`src/rtl/fifo_wr_arbiter.sv`:
```
`default_nettype none
// +----------------------------------------------------------------------------+
// | Module      : fifo_wr_arbiter                                              |
// | Description : Round-robin burst scheduler for the async FIFO write port.   |
// | Revision    : 1.0 - initial release                                        |
// +----------------------------------------------------------------------------+
module fifo_wr_arbiter #(
  parameter int NUM_REQ    = 4,
  parameter int DATA_WIDTH = 8,
  parameter int MAX_BURST  = 8
) (
  input  logic                          wclk,
  input  logic                          wrst,
  input  logic [NUM_REQ-1:0]            req,
  input  logic [NUM_REQ*DATA_WIDTH-1:0] req_data,
  input  logic [NUM_REQ-1:0]            req_last,
  input  logic                          wfull,
  output logic [NUM_REQ-1:0]            gnt,
  output logic [NUM_REQ-1:0]            ack,
  output logic                          winc,
  output logic [DATA_WIDTH-1:0]         wdata,
  output logic [15:0]                   stall_cnt
);

  localparam int           c_IDX_W    = $clog2(NUM_REQ);
  localparam logic [0:0]   c_IDLE     = 1'b0;
  localparam logic [0:0]   c_GRANT    = 1'b1;
  localparam logic [7:0]   c_BEAT_MAX = 8'(MAX_BURST - 1);
  localparam logic [NUM_REQ-1:0] c_ONE = {{(NUM_REQ-1){1'b0}}, 1'b1};

  logic [0:0]         r_state;
  logic [0:0]         w_state_nxt;
  logic [NUM_REQ-1:0] r_gnt;
  logic [c_IDX_W-1:0] r_owner;
  logic [c_IDX_W-1:0] r_last_owner;
  logic [7:0]         r_beat;
  logic [15:0]        r_stall_cnt;

  logic               w_found;
  logic [c_IDX_W-1:0] w_winner;
  logic               w_accept;
  logic               w_release;

  // Round-robin scan starts just after the previous owner and wraps.
  always_comb begin
    w_found  = 1'b0;
    w_winner = '0;
    for (int i = 0; i < NUM_REQ; i++) begin
      if (!w_found && req[(i + int'(r_last_owner) + 1) % NUM_REQ]) begin
        w_found  = 1'b1;
        w_winner = c_IDX_W'((i + int'(r_last_owner) + 1) % NUM_REQ);
      end
    end
  end

  assign w_accept  = (r_state == c_GRANT) & req[r_owner] & ~wfull;
  // A wfull stall alone never releases; abandoning (req low) does.
  assign w_release = (r_state == c_GRANT) &
                     ((w_accept & (req_last[r_owner] | (r_beat == c_BEAT_MAX))) |
                      ~req[r_owner]);

  always_ff @(posedge wclk) begin
    if (wrst) begin
      r_state <= c_IDLE;
    end else begin
      r_state <= w_state_nxt;
    end
  end

  always_comb begin
    w_state_nxt = r_state;
    case (r_state)
      c_IDLE:  if (w_found)   w_state_nxt = c_GRANT;
      c_GRANT: if (w_release) w_state_nxt = c_IDLE;
      default: w_state_nxt = c_IDLE;
    endcase
  end

  always_ff @(posedge wclk) begin
    if (wrst) begin
      r_gnt        <= '0;
      r_owner      <= '0;
      r_last_owner <= c_IDX_W'(NUM_REQ - 1);
      r_beat       <= '0;
      r_stall_cnt  <= '0;
    end else begin
      if ((r_state == c_IDLE) && w_found) begin
        r_gnt   <= c_ONE << w_winner;
        r_owner <= w_winner;
        r_beat  <= '0;
      end else if (w_release) begin
        r_gnt        <= '0;
        r_last_owner <= r_owner;
      end
      if (w_accept) begin
        r_beat <= r_beat + 8'd1;
      end
      if ((r_state == c_GRANT) && req[r_owner] && wfull && (r_stall_cnt != 16'hFFFF)) begin
        r_stall_cnt <= r_stall_cnt + 16'd1;
      end
    end
  end

  // Reset masks the write strobe even while the state register still says GRANT.
  always_comb begin
    winc  = 1'b0;
    ack   = '0;
    wdata = req_data[r_owner*DATA_WIDTH +: DATA_WIDTH];
    if (w_accept && !wrst) begin
      winc         = 1'b1;
      ack[r_owner] = 1'b1;
    end
  end

  assign gnt       = r_gnt;
  assign stall_cnt = r_stall_cnt;

endmodule
`default_nettype wire

```
`config.mk`:
```
export PLATFORM = sky130hd
export DESIGN_NAME = fifo_wr_arbiter
export DESIGN_NICKNAME = d
export VERILOG_FILES = /design/src/rtl/fifo_wr_arbiter.sv
export SDC_FILE = /design/constraint.sdc
export NUM_CORES = 1
export LEC_CHECK = 0
export ABC_AREA = 1
export BUFFER_PORTS_ARGS = -buffer_cell sky130_fd_sc_hd__clkbuf_2
export CAP_MARGIN = 15
export CORE_ASPECT_RATIO = 2
export CORE_UTILIZATION = 50
export DETAILED_ROUTE_END_ITERATION = 12
export PLACE_DENSITY_LB_ADDON = 0.12
export SETUP_SLACK_MARGIN = 0.2
export SYNTH_ARGS = -nofsm -noshare
export SYNTH_HDL_FRONTEND = slang
export SYNTH_SLANG_ARGS = --single-unit
export TNS_END_PERCENT = 30
```
`constraint.sdc`:
```
create_clock -name wclk -period 5.26 [get_ports wclk]
set_clock_uncertainty 0.05 [all_clocks]
set_input_delay 0.526 -clock wclk [delete_from_list [all_inputs] [get_ports wclk]]
set_output_delay 0.526 -clock wclk [all_outputs]
set_load 0.02 [all_outputs]
```
== Word-level counts from Yosys, hierarchy flattened ==
Cells that the tools add are included.

* Register bits after elaboration: 33
* Input port bits: 43
* Output and inout bits: 33
* Word-level logic and storage cells: 93

* Add/sub/neg operators: 8
* $lt $le $gt $ge: 6
* Equality and inequality tests: 2
* Shift operators: 2
* Multiplexer cells: 35
* Bitwise gates (word level): 14
* Reductions and logical operators: 20

{| class="wikitable"
|+ Operator list
! kind !! count
|-
| $shiftx 32x6->8 || 1
|-
| $mux 1 || 18
|-
| $add 16x1->16 const B || 1
|-
| $lt 3x4->1 const B || 4
|-
| $mux 8 || 2
|-
| $ne 16x16->1 const B || 1
|-
| $bmux 1 s2 || 6
|-
| $mux 4 || 3
|-
| $logic_and 1x1->1 || 9
|-
| $add 8x1->8 const B || 1
|-
| $eq 8x3->1 const B || 1
|-
| $mux 2 || 4
|-
| $reduce_or 2->1 || 4
|-
| $add 2x1->2 const B || 3
|-
| $add 2x2->2 const A || 2
|-
| $and 1x1->1 || 4
|-
| $and 1x1->1 const A || 4
|-
| $logic_not 1->1 || 4
|-
| $not 1->1 || 4
|-
| $reduce_bool 2->1 || 2
|-
| $shl 1x2->4 const A || 1
|-
| $lt 2x3->1 const B || 1
|-
| $add 1x2->2 const A || 1
|-
| $demux 1 s2 || 1
|-
| other kinds (4) || 5
|}

== Depth between registers and ports, before layout ==
Gate-level depths: netlist of the first run.

* Word-level depth: 19
* Mapped depth: 13
* Depth with buffers taken out: 12

== Worst setup path after synthesis of the first run ==
OpenSTA, ideal clock, no wires.

* Kind: reg2out
* From: reg r_owner[0]
* To: out ack[0]
* Data arrival time: 1.770 ns
* Slack: 2.914 ns
* Stages on the path, launching flop included: 12
* Cells stage by stage: dfxtp_1 > buf_6 > inv_8 > nand2_4 > inv_4 > nand2_2 > and2_4 > a21oi_4 > nand2_4 > inv_2 > nand2_2 > nor3_1

* Longest elaborated chain between the ends: 6
* Elaborated cells between the ends (all ways): 11
* Classes of those cells: order compare: 2; mux: 5; bitwise: 2; reduce/logical: 2

{| class="wikitable"
|+ RTL lines
! item !! line !! text
|-
| from (decl) || 34 || <nowiki>logic [c_IDX_W-1:0] r_owner;</nowiki>
|-
| from (signal assigned) || 89 || <nowiki>r_owner <= w_winner;</nowiki>
|-
| branches (longest 5 deep; another with $lt 2x3->1) || - ||
|-
| $mux 4 * || 109 || <nowiki>if (w_accept && !wrst) begin</nowiki>
|-
| to (decl) || 19 || <nowiki>output logic [NUM_REQ-1:0] ack,</nowiki>
|}

Mark *: on every way between the ends. The select of a mux whose other input is x is not followed.

== Final worst setup path of the first run ==
* From: reg r_owner[1]
* To: out ack[1]

The elaborated chain is that of the path after synthesis.

==> results of run 1 <==
-- cell usage after synthesis --
| cell | number |
|---|---|
| nand2_1 | 117 |
| nand3_1 | 38 |
| dfxtp_1 | 33 |
| nor2_1 | 29 |
| inv_1 | 27 |
| a21oi_1 | 19 |
| nand2_2 | 12 |
| xor2_1 | 12 |
| a22oi_1 | 10 |
| a21oi_2 | 9 |
| nor3_1 | 7 |
| clkbuf_1 | 3 |
| nand2_4 | 3 |
| nand4_1 | 3 |
| o21ai_0 | 3 |
| xnor2_1 | 3 |
| buf_2 | 2 |
| buf_4 | 2 |
| buf_6 | 2 |
| ha_1 | 2 |
| inv_2 | 2 |
| nor2_4 | 2 |
| o211ai_1 | 2 |
| a21oi_4 | 1 |
| a31oi_1 | 1 |
| and2_4 | 1 |
| buf_8 | 1 |
| clkinv_2 | 1 |
| clkinv_4 | 1 |
| inv_4 | 1 |
| inv_8 | 1 |
| nand3_4 | 1 |
| nand3b_1 | 1 |
| nor3_2 | 1 |
| o21ai_1 | 1 |
| o21bai_1 | 1 |
| or2_2 | 1 |
-- power groups by stage --
stage	registers [uW]	logic (uW)	clock network, uW
3_3_place_gp	334	540	0
5_1_grt	336	613	206
2_1_floorplan	312	454	0
6_report	330	545	191
4_1_cts	330	550	192
3_5_place_dp	336	548	0
-- kinds of logic (layout without fill, tap and decap cells) --
logic type | Yosys count | after routing | share of synthesized area
fa+ha+maj | 2 | 2 | 0.0108
xor+xnor | 15 | 15 | 0.0567
compound gates | 47 | 47 | 0.135
buf+inv | 43 | 116 | 0.0923
simple gates | 216 | 216 | 0.420
flops | 33 | 33 | 0.285
-- cell type report --
class | instances | area (sq um)
Multi-Input combinational cell | 280 | 1440
Inverter | 33 | 140
Fill cell | 430 | 1610
Clock inverter | 3 | 17.5
Tap cell | 54 | 67.6
Sequential cell | 33 | 661
Timing Repair Buffer | 75 | 375
Clock buffer | 5 | 68.8
-- registers in the layout, summed over array words and instances, names as in the netlist --
name and count:
stall_cnt 16, gnt 4, r_last_owner 2, r_state 1, r_beat 8, r_owner 2
-- per-layer routing --
metal  part of all wire  global-route usage  wire, um
met2               0.56               0.517      3230
met4              0.032               0.112       183
met3              0.045              0.0389       259
met1               0.37               0.210      2140
met5                  0                   0         0
-- worst paths after layout --
path | startpoint | end | slack, ns | depth (start not counted)
setup / recovery | r_owner[1] | ack[1] | 2.36 | 10
hold / removal | gnt[3] | gnt[3] | 0.45 | 2
setup reg to reg | stall_cnt[0] | stall_cnt[4] | 3.04 | 10
hold reg to reg | gnt[3] | gnt[3] | 0.45 | 2
-- worst max-delay path: cells and delay by family (launching register included) --
kind	cells	cell delay, ns
AOI/OAI and AO/OA	1	0.23
buffers and inverters	3	0.45
DFF	1	0.65
and+or+nand+nor	6	0.70
-- metrics by stage --
step,setup slack (ns),utilization,total power [uW],cell area [sq um]
floorplan,2.91,-,766,2320
global placement,2.68,0.613,874,2690
detailed placement,2.67,0.613,884,2690
CTS,2.35,0.633,1070,2770
global route,2.22,0.633,1150,2770
finish,2.36,0.633,1070,2770
==> results.txt, run 1 <==
Synth cell types -> 37
Slowest stage delay, CP -> 0.65 ns
Post-CTS Setup Repair Bufs -> 0
DIE AREA -> 0.00493 sq mm
Final slew viol count -> 0
Syn avg cell area -> 6.51 sq um
Status -> finished clean
Sw frac -> 0.486
Area delta synth->final -> 19.6%
Starting density of the core -> 0.529
Clock slew seen by the registers of the worst setup and hold paths -> 0.07 ns
Largest cells by area after synthesis -> dfxtp_1 (28%), nand2_1 (19%), nand3_1 (8.2%), nor2_1 (4.7%), xor2_1 (4.5%)
Cts repair resizes -> 0
WHS -> 0.445 ns
Routed wire length -> 5810 um
Layout Cells excl Fill -> 483
Max-Slew Margin vs Limit -> 0.564
Worst skew pair latency -> 0.29 ns
Residual DRC -> 0
DR WL/cell -> 12.0 um
Clk buf depth -> 2
DRT iter0 DRCs -> 53
Worst Path Required -> 4.68 ns
Nets@finish -> 473
Maxcap violations -> 0
Clock power frac -> 0.179
Sink Count -> 33
Final setup TNS -> 0 ns
Die span in y -> 98.3 um
Cell area after synthesis -> 0.00232 sq mm
Cell row count -> 34
GP Congestion -> 0.828
Commonest non-fill, non-tap cell in the layout -> nand2_1
Worst path slowest cell -> dfxtp_1
Crit path cell chain -> nand2_4, clkinv_4, nand2_1, and2_4, a21oi_4, nand2_4, inv_2, nand2_2, nor3_1, clkbuf_2
Critical path class -> reg2out
FF+latch count, synth -> 33
IO Count -> 76
Grt ovf -> 0
Slew @ Worst Pin -> 0.654 ns
Worst Setup End Kind -> output port
Leak -> 0.00130 uW
RSZ-0062 raised after global routing -> no
Sequential fraction of the synthesis area -> 0.285
Most frequent cells in the layout -> nand2_1 (117), clkbuf_2 (75), nand3_1 (38), dfxtp_1 (33), nor2_1 (29)
H-tree levels -> 2
Crit start category -> flip-flop
Final HPWL DP -> 4540 um
Inserted Diodes -> 0
Post-synth top area share -> 0.285
Internal power -> 548 uW
First-pass GRT wire length -> 9690 um
Setup violations, final -> 0
Worst hold path class -> reg2reg
CP max FO -> 9
Final Cycle Share -> 0.552
Crit path time final -> 2.90 ns
Core footprint -> 0.00438 sq mm
Peak supply drop -> 0.267 mV
DRT antenna net count -> 0
Drt pass-1 iters -> 4
Syn Inst Count -> 356
Peak Freq -> 344 MHz
CTS tree -> built
Pwr Density -> 384 mW/mm^2
Synth area leader -> dfxtp_1
Total CTS buffers -> 5
Part of the power in registers -> 0.310
Placed insts -> 475
Logic pwr share -> 0.511
GRT Util Overall -> 0.249
Share of post-route cells with drive strength above 1 -> 0.280
Die Span X -> 50.2 um
Root Driver -> clkbuf_8
Synth warn -> 0
CTS hold repair buffers -> 0
Endpoints failing hold -> 0
Initial antenna violation count -> 0
Routed vias/inst -> 5.25
CP arrival -> 2.33 ns
Largest net degree at the start of global routing -> 28
Syn nets -> 401
Detailed-route via count -> 2537
Worst path most repeated cell -> nand2_4
Port buffer count -> 75
Switch Pwr -> 519 uW
Vias in the first global route -> 2426
Power figures use the tool's default switching activity.
==> run 2: changes to the inputs <==
clock period = 2.8 ns   (was 5.26 ns; I/O delays follow)
==> run 2 against run 1 <==
Net effect:
- worst setup slack worse by 2.0 ns
- clock power is 82% higher
- combinational power is 87% higher
- register-to-register slack worse by 2.4 ns
- global-route usage is 0.73 points higher
- first-iteration DRC count is 1.9% higher
- power is 87% higher
- critical path depth is 1 lower
- cell area is 0.41% higher
- die area stayed put
- critical path type unchanged
- critical endpoint unchanged
==> results.txt, run 2 (synthesized netlist as in run 1, its figures left out) <==
GRT Util Overall -> 0.257
Crit path time final -> 2.42 ns
Area delta synth->final -> 20.1%
Setup slack, reg-to-reg -> 0.65 ns
Worst skew pair latency -> 0.28 ns
Detailed-route via count -> 2509
Die Span X -> 50.2 um
Top sig layer -> met4
Residual DRC -> 0
DRT iter0 DRCs -> 54
Layout Cell Area excl Fill -> 0.00279 sq mm
Maxcap violations -> 0
Crit start category -> flip-flop
Met1 Wirelength -> 2130 um
Final worst slack -> 0.381 ns
Peak supply drop -> 0.460 mV
DIE AREA -> 0.00493 sq mm
Largest net degree at the start of global routing -> 27
Commonest non-fill, non-tap cell in the layout -> nand2_1
CP Depth -> 9
Vias in the first global route -> 2494
CP bufs+invs -> 3
Critical path class -> reg2out
Peak Freq -> 413 MHz
Hold Path Stages -> 5
Slew @ Worst Pin -> 0.381 ns
Total CTS buffers -> 5
Core footprint -> 0.00438 sq mm
Worst hold path class -> in2reg
Worst Path Required -> 2.47 ns
DRT antenna net count -> 0
GP Congestion -> 0.816
Dpl ws -> 0.451 ns
Sink Count -> 33
Worst path slowest cell -> dfxtp_4
Multi-input logic area -> 0.00144 sq mm
Slowest stage delay, CP -> 0.43 ns
Drt pass-1 iters -> 4
FILL cells -> 452
Clock slew seen by the registers of the worst setup and hold paths -> 0.07 ns
Post-CTS Setup Repair Bufs -> 0
Die span in y -> 98.3 um
Crit path cell chain -> inv_8, nor2_4, a22oi_1, a21oi_4, nand2_4, inv_2, nand2_2, nor3_1, clkbuf_2
Starting density of the core -> 0.529
CTS hold repair buffers -> 0
Grt ovf -> 0
Worst Setup End Kind -> output port
Final slew viol count -> 0
Cts repair resizes -> 2
RSZ-0062 raised after global routing -> no
Pwr Density -> 717 mW/mm^2
Initial antenna violation count -> 0
CP max FO -> 9
Share of post-route cells with drive strength above 1 -> 0.284
Cell row count -> 34
H-tree levels -> 2
Final HPWL DP -> 4570 um
Met3 wire len -> 283 um
Endpoints failing hold -> 0
Clk buf depth -> 2
Cells on worst reg2reg path -> 10
Inserted Diodes -> 0
Most frequent cells in the layout -> nand2_1 (117), clkbuf_2 (75), nand3_1 (38), dfxtp_1 (31), nor2_1 (29)
First-pass GRT wire length -> 10000 um
Routed wire length -> 5900 um
Setup violations, final -> 0
Status -> finished clean
CP arrival -> 2.09 ns
Leak -> 0.00130 uW
Largest delay share family, worst path -> simple AND/OR/NAND/NOR gates
Root Driver -> clkbuf_8
Port buffer count -> 75
Final setup TNS -> 0 ns
IO Count -> 76
CTS tree -> built
Sequential cell area -> 668 sq um
Nets@finish -> 474
DR WL met2 -> 3280 um
Max-Slew Margin vs Limit -> 0.744
Max reg flops -> 16
WHS -> 0.353 ns
Placed cell area -> 0.00270 sq mm
Final Cycle Share -> 0.864
Routed vias/inst -> 5.18
DR WL/cell -> 12.2 um
## run 2: report_power, final
part	internal, uW	total, uW	switching [uW]
logic	335	1020	688
registers	533	626	93.2
clock network	172	347	175
total	1040	2000	957
## run 2: area by class of cell
| type | count | area share |
|---|---|---|
| inverter | 33 | 0.0503 |
| clock inverter | 2 | 0.00359 |
| clock buffer | 6 | 0.0261 |
| tap | 54 | 0.0243 |
| timing repair buffer | 76 | 0.137 |
| multi-input combinational | 280 | 0.518 |
| sequential | 33 | 0.240 |
## run 2: worst paths after layout
kind,start,end
setup / recovery,r_owner[0],ack[1]
hold / removal,wfull,stall_cnt[12]
setup reg to reg,stall_cnt[0],stall_cnt[1]
hold reg to reg,gnt[1],gnt[1]
## run 2: routing by layer
metal | track usage | vias up
met5 | 0 | -
met1 | 0.217 | 1121
met4 | 0.136 | 0
met2 | 0.520 | 79
li1 | - | 1293
met3 | 0.0421 | 16
## run 2: tightest hold or removal path: stages
cell and delay (ns):
clkbuf_2 0.12, nand2_1 0.08, nor2_1 0.05, nor2_1 0.08, nor2_1 0.05
## run 2: stage by stage
step           cells  power, uW  utilization
2_1_floorplan    356       1440            -
3_3_place_gp     476       1640        0.615
3_5_place_dp     476       1660        0.615
4_1_cts          484       2010        0.634
5_1_grt          484       2170        0.636
6_report         484       2000        0.636
